File: config.mk
export PLATFORM = sky130hd
export DESIGN_NAME = display_scan_decoder
export DESIGN_NICKNAME = d
export VERILOG_FILES = /design/src/rtl/display_scan_decoder.sv
export SDC_FILE = /design/constraint.sdc
export NUM_CORES = 1
export LEC_CHECK = 0
export CAP_MARGIN = 20
export CORE_MARGIN = 4
export CORE_UTILIZATION = 58
export CTS_CLUSTER_SIZE = 20
export DETAILED_ROUTE_END_ITERATION = 12
export PLACE_DENSITY = 0.83
export SETUP_SLACK_MARGIN = 0.15
export SLEW_MARGIN = 10
export SYNTH_ARGS = -nofsm -noshare
export SYNTH_HDL_FRONTEND = slang
export SYNTH_SLANG_ARGS = --single-unit
File: constraint.sdc
create_clock -name clk_i -period 7.4 [get_ports clk_i]
set_input_delay 1.48 -clock clk_i [delete_from_list [all_inputs] [get_ports clk_i]]
set_output_delay 1.48 -clock clk_i [all_outputs]
set_load 0.02 [all_outputs]
File: src/rtl/display_scan_decoder.sv
// rtl/display_scan_decoder.sv - readback of a multiplexed 7-segment scan into BCD frames
module display_scan_decoder #(
    parameter int N_DIGITS = 8,
    parameter int SETTLE   = 4,
    parameter int TIMEOUT  = 4096
) (
    input  logic                  clk_i,
    input  logic                  rst_ni,
    input  logic [N_DIGITS-1:0]   an_i,
    input  logic [7:0]            dec_cat_i,
    input  logic                  clr_err_i,
    output logic [4*N_DIGITS-1:0] digits_o,
    output logic [N_DIGITS-1:0]   dp_mask_o,
    output logic [N_DIGITS-1:0]   bad_mask_o,
    output logic                  frame_valid_o,
    output logic                  frame_chg_o,
    output logic                  dark_o,
    output logic                  ghost_err_o
);
    localparam int CW = $clog2(SETTLE + 1);
    localparam int TW = $clog2(TIMEOUT + 1);
    localparam int ZW = $clog2(N_DIGITS + 1);
    localparam int IW = (N_DIGITS > 1) ? $clog2(N_DIGITS) : 1;

    typedef enum logic [1:0] {IDLE, SETTLE_S, HOLD} state_t;

    state_t                state_q, state_d;
    logic [N_DIGITS-1:0]   an_q, lat_an_q, lat_an_d;
    logic [7:0]            cat_q, lat_cat_q, lat_cat_d;
    logic [CW-1:0]         cnt_q, cnt_d;
    logic [TW-1:0]         tcnt_q, tcnt_d;
    logic [N_DIGITS-1:0]   seen_q, seen_d;
    logic [4*N_DIGITS-1:0] stg_dig_q, stg_dig_d, digits_q, digits_d;
    logic [N_DIGITS-1:0]   stg_dp_q, stg_dp_d, stg_bad_q, stg_bad_d;
    logic [N_DIGITS-1:0]   dp_q, dp_d, bad_q, bad_d;
    logic                  fv_q, fv_d, chg_q, chg_d, ghost_q, ghost_d;

    logic [ZW-1:0]         nlow;
    logic [IW-1:0]         idx;
    logic                  onehot, multi, all_off, same, capture, commit, enter_dark;
    logic [4:0]            dec;

    // {bad, nibble} for an active-high g..a pattern
    function automatic logic [4:0] decode_seg(input logic [6:0] s);
        case (s)
            7'h3F:   return 5'h00;
            7'h06:   return 5'h01;
            7'h5B:   return 5'h02;
            7'h4F:   return 5'h03;
            7'h66:   return 5'h04;
            7'h6D:   return 5'h05;
            7'h7D:   return 5'h06;
            7'h07:   return 5'h07;
            7'h7F:   return 5'h08;
            7'h6F:   return 5'h09;
            7'h40:   return 5'h0A;
            7'h00:   return 5'h0F;
            default: return 5'h1E;
        endcase
    endfunction

    always_comb begin
        nlow = '0;
        idx  = '0;
        for (int i = 0; i < N_DIGITS; i++) begin
            if (!an_q[i]) begin
                nlow = nlow + ZW'(1);
                idx  = IW'(i);
            end
        end
    end

    assign onehot  = (nlow == ZW'(1));
    assign multi   = (nlow > ZW'(1));
    assign all_off = (nlow == '0);
    assign same    = onehot && (an_q == lat_an_q) && (cat_q == lat_cat_q);
    assign dec     = decode_seg(~cat_q[6:0]);
    assign commit  = &seen_q;

    // A change seen in HOLD or SETTLE_S is handled exactly like a fresh start from IDLE
    always_comb begin
        state_d   = state_q;
        lat_an_d  = lat_an_q;
        lat_cat_d = lat_cat_q;
        cnt_d     = cnt_q;
        capture   = 1'b0;
        if (state_q != IDLE && same) begin
            if (state_q == SETTLE_S) begin
                cnt_d = cnt_q + CW'(1);
                if (cnt_d == CW'(SETTLE)) begin
                    capture = 1'b1;
                    state_d = HOLD;
                end
            end
        end else if (onehot) begin
            lat_an_d  = an_q;
            lat_cat_d = cat_q;
            cnt_d     = CW'(1);
            if (CW'(SETTLE) == CW'(1)) begin
                capture = 1'b1;
                state_d = HOLD;
            end else begin
                state_d = SETTLE_S;
            end
        end else begin
            state_d = IDLE;
        end
    end

    always_comb begin
        tcnt_d = tcnt_q;
        if (!all_off)
            tcnt_d = '0;
        else if (tcnt_q != TW'(TIMEOUT))
            tcnt_d = tcnt_q + TW'(1);
        enter_dark = (tcnt_d == TW'(TIMEOUT)) && (tcnt_q != TW'(TIMEOUT));

        stg_dig_d = stg_dig_q;
        stg_dp_d  = stg_dp_q;
        stg_bad_d = stg_bad_q;
        seen_d    = commit ? '0 : seen_q;
        if (capture) begin
            stg_dig_d[4*idx +: 4] = dec[3:0];
            stg_bad_d[idx]        = dec[4];
            stg_dp_d[idx]         = ~cat_q[7];
            seen_d[idx]           = 1'b1;
        end
        if (enter_dark)
            seen_d = '0;

        digits_d = digits_q;
        dp_d     = dp_q;
        bad_d    = bad_q;
        fv_d     = commit;
        chg_d    = commit && ({stg_dig_q, stg_dp_q} != {digits_q, dp_q});
        if (commit) begin
            digits_d = stg_dig_q;
            dp_d     = stg_dp_q;
            bad_d    = stg_bad_q;
        end

        ghost_d = multi ? 1'b1 : (clr_err_i ? 1'b0 : ghost_q);
    end

    always_ff @(posedge clk_i or negedge rst_ni) begin
        if (!rst_ni) begin
            an_q      <= '1;
            cat_q     <= '1;
            state_q   <= IDLE;
            lat_an_q  <= '1;
            lat_cat_q <= '1;
            cnt_q     <= '0;
            tcnt_q    <= '0;
            seen_q    <= '0;
            stg_dig_q <= {N_DIGITS{4'hF}};
            stg_dp_q  <= '0;
            stg_bad_q <= '0;
            digits_q  <= {N_DIGITS{4'hF}};
            dp_q      <= '0;
            bad_q     <= '0;
            fv_q      <= 1'b0;
            chg_q     <= 1'b0;
            ghost_q   <= 1'b0;
        end else begin
            an_q      <= an_i;
            cat_q     <= dec_cat_i;
            state_q   <= state_d;
            lat_an_q  <= lat_an_d;
            lat_cat_q <= lat_cat_d;
            cnt_q     <= cnt_d;
            tcnt_q    <= tcnt_d;
            seen_q    <= seen_d;
            stg_dig_q <= stg_dig_d;
            stg_dp_q  <= stg_dp_d;
            stg_bad_q <= stg_bad_d;
            digits_q  <= digits_d;
            dp_q      <= dp_d;
            bad_q     <= bad_d;
            fv_q      <= fv_d;
            chg_q     <= chg_d;
            ghost_q   <= ghost_d;
        end
    end

    assign digits_o      = digits_q;
    assign dp_mask_o     = dp_q;
    assign bad_mask_o    = bad_q;
    assign frame_valid_o = fv_q;
    assign frame_chg_o   = chg_q;
    assign dark_o        = all_off && (tcnt_q == TW'(TIMEOUT));
    assign ghost_err_o   = ghost_q;
endmodule

==> summary.txt <==
Run status
  • Status: finished clean

Clock tree
  • Root Driver: clkbuf_16
  • Max Buffers Root-to-Sink: 2
  • Post-CTS Hold Fix Bufs: 0
  • Clk slew on worst S/H paths: 0.06 ns
  • Num CTS Buffers: 17
  • CTS tree: built
  • Clock sink count: 157
  • Worst skew pair latency: 0.44 ns
  • H-tree depth: 4

STA
  • Final Critical Period: between 6 and 7 ns
  • Worst-Margin Slew: 0.935 ns
  • FMAX: ~150 MHz
  • Slew HR: 37.7%
  • Part of the cycle the worst path needs: 91.2%
  • Final hold vios: 0
  • RSZ-0062 raised after global routing: false
  • Skew final: 0.0119 ns
  • Setup violations, final: 0
  • Slew Limit Fails: 0
  • Final TNS setup: 0 ns

GRT
  • Largest net degree at the start of global routing: 82
  • Initial antenna violation count: 0
  • Vias in the first global route: 6035
  • First-pass GRT wire length: 30500 um
  • Global route overflow: 0
  • GRT Resource Usage Total: 23.5%

Final layout
  • Non-filler instance count after layout: 1075
  • Nets@finish: just over 900
  • Syn-to-layout area delta: 16.7%
  • Most frequent cells in the layout: 164 x nand2_1, 95 x dfstp_2, 68 x clkdlybuf4s50_1
  • Share of cells above drive strength 1: 22.6%
  • Commonest non-fill, non-tap cell in the layout: nand2_1
  • Antenna Cells: 0

Detailed routing
  • Vias: 6169
  • Post-DR vias/cell: 5.74
  • Routed Antenna Nets: 0
  • WL per Instance: 17.1 um
  • Initial DRC Count: 534
  • Drt pass-1 iters: 8
  • DRC: 0
  • WL final: 18400 um

Power and ir drop
  • Pwr dens: 236 mW/mm^2
  • VDD IR max: 0.156 mV
  • Leak: 4.29 nW
  • Final Power: 2.30 mW

Synth
  • Post-synthesis simple-gate area fraction: around a fifth
  • Cell taking the most area after synthesis: dfstp_2
  • Post-Syn Instances: 824
  • Synth unique cells: 70
  • Post-Synth XOR/XNOR Area: about a tenth
  • Post-synth EDFFs: 0
  • Flops & latches, synth: 157
  • Most used flip-flop cell after synthesis: dfstp_2
  • Mux share of post-synthesis cell area: 8.59%
  • Mean Syn Cell Area: between 10 and 15 um^2
  • Sequential-to-total area share from yosys stat: between 40% and 50%
  • Yosys top cell area share: just over 30%
  • Mapped Nets: 858
  • Largest family of logic cells by synthesized area: simple AND/OR/NAND/NOR gates
  • Top area cells in the synthesized netlist: dfstp_2 30%, dfrtp_1 18%, nand2_1 7.4%
  • Post-synthesis adder-cell area fraction: 2.25%
  • Post-synthesis compound-gate area fraction: 6.39%
  • Synthesized area: 0.00834 mm^2
  • Ys async rst share: between 90% and 100%
  • Yosys warns: 0

Floorplanning
  • Initial Utilization: 59.7%
  • Die footprint: 0.0164 mm^2
  • Placement Rows: 43
  • Die span in y: 128 um
  • CORE AREA: 0.0140 mm^2
  • DIE WIDTH: 128 um
  • I/O pins: 71

Placed design
  • Post-DP HPWL: 12500 um
  • IO Port Bufs: 70
  • Cell count after placement: roughly 1.0k
  • GPL Wtd Cong: 0.884

Critical path
  • Worst Path Max Fanout: 5
  • Setup crit end kind: primary output
  • Req. time, crit path: between 5 and 6 ns
  • Crit path DAT: 5.27 ns
  • Startpoint Class: flip-flop
  • Crit path kind: flip-flop to primary output

Flow run
  • Max cap viols: 0

Worst hold path
  • Min-Delay Path Class: flip-flop to flip-flop
[sequential cells by signal, indices dropped and copies added (netlist names)]
| register | count |
|---|---|
| lat_an_q | 8 |
| lat_cat_q | 8 |
| bad_mask_o | 8 |
| frame_chg_o | 1 |
| state_q | 2 |
| cat_q | 8 |
| an_q | 8 |
| tcnt_q | 13 |
| stg_dig_q | 32 |
| cnt_q | 3 |
| ghost_err_o | 1 |
| stg_bad_q | 8 |
| frame_valid_o | 1 |
| stg_dp_q | 8 |
| digits_o | 32 |
| seen_q | 8 |
| dp_mask_o | 8 |
[synthesized netlist by cell type, types with 18 or more instances]
library cell,count
a21oi_1,23
clkbuf_1,19
dfrtp_1,61
dfstp_2,96
inv_1,30
mux2_2,39
nand2_1,164
nand3_1,18
nand4_1,24
nor2_1,54
o21ai_0,29
xnor2_1,49
xor2_1,30
[logic make-up (layout without fill, tap and decap cells)]
family / after synthesis / after routing
compound gates: 85 / 85
fa+ha+maj: 15 / 15
simple gates: 349 / 349
xor+xnor: 86 / 86
buf+inv: 67 / 138
flops: 157 / 157
mux: 65 / 65
[per-layer routing]
layer | share of wire [%] | wire, um | global-route usage, %
met4 | 2.6 | 470 | 9.11
met1 | 44 | 8010 | 30.9
met3 | 4.7 | 856 | 4.46
met5 | 0 | 0 | 0
met2 | 49 | 9030 | 38.6
[where the power goes]
part           internal (mW)  switching (mW)  leakage, nW
clock network          0.496           0.363        0.273
registers              0.953          0.0557         1.84
logic                  0.190           0.241         2.18
[critical path: stages (launching register included)]
cell and delay (ns):
dfstp_2 0.56, inv_1 0.11, ha_4 0.20, mux2i_1 0.18, xnor2_1 0.18, nand2_1 0.08
nand2_1 0.08, ha_1 0.28, or3_1 0.34, o211a_1 0.14, a221oi_2 0.38, nand2_1 0.10
o21ai_0 0.10, ha_1 0.26, nor2_1 0.12, a21oi_1 0.08, ha_1 0.26, mux2_1 0.30
o21a_1 0.18, o32a_1 0.18, mux2i_2 0.22, nand2b_1 0.11, nor2_1 0.15, dlymetal6s2s_1 0.25
[through the flow]
stage          cell area [um^2]  hold WS (ns)  util (%)  setup WS, ns
2_1_floorplan              8340         0.433         -          1.03
3_3_place_gp               9130         0.445      65.2         0.581
3_5_place_dp               9130         0.451      65.2         0.450
4_1_cts                    9710         0.463      69.4         0.233
5_1_grt                    9740         0.482      69.6         0.358
6_report                   9740         0.457      69.6         0.655
[worst paths after layout]
kind,from,endpoint,slack [ns],cells after the start
worst max register to register,an_q[1],stg_dig_q[3],1.92,23
worst min register to register,stg_bad_q[0],bad_mask_o[0],0.46,2
worst max-delay path,an_q[1],dark_o,0.65,23
worst min-delay path,stg_bad_q[0],bad_mask_o[0],0.46,2
max in group asynchronous,rst_ni,tcnt_q[6],4.94,2
min in group asynchronous,rst_ni,seen_q[4],1.09,1
[timing repair]
item	in CTS	in global routing
cloned	0	0
setup buffers	1	0
pin swaps	1	0
gates resized for setup	1	3
endpoints found under the setup margin	1	1
[final cells by class]
class                   count  area (um^2)
repair buffers             75          742
well taps                 180          225
clock inverters            10          101
inverters                  31          116
flip-flops and latches    157         4050
multi-input cells         600         4020
fillers                  1031         4250
clock buffers              22          475
No activity file was read; power rests on OpenSTA's default activity.
==> RTL change, RTL diff (same flow settings) <==
Re-encode `state_t` (3 states) as one-hot, 3 bits wide.
--- a/src/rtl/display_scan_decoder.sv
+++ b/src/rtl/display_scan_decoder.sv
@@ -22,7 +22,7 @@
     localparam int ZW = $clog2(N_DIGITS + 1);
     localparam int IW = (N_DIGITS > 1) ? $clog2(N_DIGITS) : 1;
 
-    typedef enum logic [1:0] {IDLE, SETTLE_S, HOLD} state_t;
+    typedef enum logic [2:0] {IDLE = 3'b001, SETTLE_S = 3'b010, HOLD = 3'b100} state_t;
 
     state_t                state_q, state_d;
     logic [N_DIGITS-1:0]   an_q, lat_an_q, lat_an_d;
Check against the original RTL: same outputs for any inputs over 10 cycles, from zero or initial values and one cycle with rst_ni low; not proved beyond that.
==> RTL change against the original RTL <==
- sequential cell count is 1 higher
- critical endpoint unchanged
- global-route usage down 1.0 points
- power down 3.9%
- routed wire length shrank 1.5%
- first-iteration DRC count is 23% higher
- highest routed layer unchanged
- final area rose by 0.13%
- setup slack worse by 0.20 ns
- area after synthesis decreased by 0.51%
==> RTL change: results (changes against the original RTL) <==
[setup_path]
crit_family=compound AO/OA/AOI/OAI gates
critPathMaxFanout=9  ; +4
cpMaxStageDelayCell=clkdlybuf4s50_1
max_stage_delay_ns=0.62  ; +0.06 ns
cp.arrival_ns=5.46  ; +0.19 ns

[placement]
gp_congestion=0.858  ; -3.0%
dp_hpwl_um=12500  ; +0.69%
port_buffers=70  ; unchanged
placed_area_um2=9120  ; about the same

[synth]
yosys-top-cells-count=nand2_1, dfstp_2, dfrtp_1, nor2_1, xor2_1
ys_seq_area_share_pct=49.1  ; +0.57 points
synth.area.top_cells=dfstp_2, dfrtp_1, nand2_1
synth_cell_types=67  ; -4.3%
syn_nets=845  ; -1.5%
yosys_warnings=0  ; unchanged
postSynth.asyncResetShare_pct=100  ; unchanged

[global_route]
gr-usage-all-layers_pct=22.5  ; -1.0 points
grt_max_degree=84  ; +2.4%
grt_pass1_wl_um=29300  ; -4.0%
antenna_found_initial=0  ; unchanged
grt_pass1_vias=5912  ; -2.0%

[clock_tree]
insertion_delay_ns=0.42  ; -0.02 ns
clk_pin_slew_ns=0.06  ; about the same
cts_buffers=17  ; unchanged
cts_buffer_depth=2  ; unchanged
cts_max_level=4  ; unchanged
cts_root_buffer=clkbuf_16

[finish]
drive_gt1_share_pct=22.9  ; +0.37 points
layout.nets=908  ; -0.87%
antenna_cells=0  ; unchanged
fillCellCount=982  ; -4.8%

[sta]
clock_skew_ns=0.00865  ; -0.00329 ns
tightest_slew_ns=1.05  ; +0.114 ns

[routing]
via_count=6093  ; -1.2%
dr.pass1.iters=5  ; -3
routedWlPerCell_um=17.0  ; -0.62%
drt_first_iter_violations=657  ; +23%

[hold_path]
worstHoldPathType=flip-flop to flip-flop

[power]
p_leak_nw=4.31  ; +0.43%
power_density_nw_per_um2=226  ; -4.1%
vdd_drop_max_mv=0.194  ; +24%

[run_status]
status=finished, final reports clean

## RTL change: what timing repair did
item / in CTS / in global routing
pin swaps: 1 / 1
buffers inserted: 0 / 1
resized for setup: 2 / 4
setup endpoints to repair: 1 / 1
## RTL change: cell families after synthesis
logic type | Yosys count | synth area share [%]
and+or+nand+nor | 313 | 17.6
DFF | 158 | 49.1
AOI/OAI and AO/OA | 102 | 8.74
xor gates and xnor gates | 81 | 9.06
muxes | 70 | 9.62
buffers and inverters | 68 | 3.33
adders and majority gates | 17 | 2.56
## RTL change: through the flow
step                setup WS (ns)  instances
finish                      0.459       1065
global route                0.131       1065
global placement            0.627       1030
detailed placement          0.492       1030
CTS                         0.170       1062
floorplan                    1.05        809
## RTL change: final cells by class
cell class / instances / share of cell area, %
Multi-Input combinational cell: 583 / 40.7
Clock inverter: 10 / 0.911
Sequential cell: 158 / 41.8
Tap cell: 180 / 2.31
Clock buffer: 22 / 4.66
Timing Repair Buffer: 79 / 8.30
Inverter: 33 / 1.30
## RTL change: worst paths after layout
| kind | startpoint | to | cells past startpoint | slack, ns |
|---|---|---|---|---|
| min in group asynchronous | rst_ni | ghost_err_o | 1 | 1.08 |
| worst max-delay path | an_q[1] | dark_o | 20 | 0.46 |
| worst max register to register | an_q[1] | stg_dig_q[11] | 21 | 1.91 |
| worst min-delay path | stg_dig_q[9] | digits_o[9] | 2 | 0.47 |
| max in group asynchronous | rst_ni | digits_o[11] | 3 | 5.22 |
| worst min register to register | stg_dig_q[9] | digits_o[9] | 2 | 0.47 |
## RTL change: layer usage
metal	up-vias	track usage [%]	routed length, um	part of all wire (%)
li1	2900	-	-	-
met1	3016	31.1	8100	45
met2	155	36.0	8700	48
met3	22	4.85	979	5.4
met4	0	6.68	305	1.7
met5	-	0	0	0
## RTL change: worst register-to-register path: stages, from the launching register on
cell	delay, ns
dfstp_2	0.59
inv_1	0.07
ha_2	0.45
xnor2_2	0.16
ha_1	0.27
nor2b_2	0.18
o211a_1	0.26
a211oi_2	0.26
and2_1	0.18
ha_1	0.23
and3_1	0.19
mux2i_1	0.13
inv_1	0.09
nor3_1	0.21
ha_1	0.26
nand2_1	0.09
nand3_1	0.08
nor4_1	0.18
o31ai_1	0.18
a2111o_1	0.41
a21oi_1	0.53
mux2_2	0.40
## RTL change: report_power, final
group          internal, mW  switching, mW  total [mW]
clock network         0.470          0.338       0.808
registers             0.963         0.0540        1.02
logic                 0.186          0.197       0.383
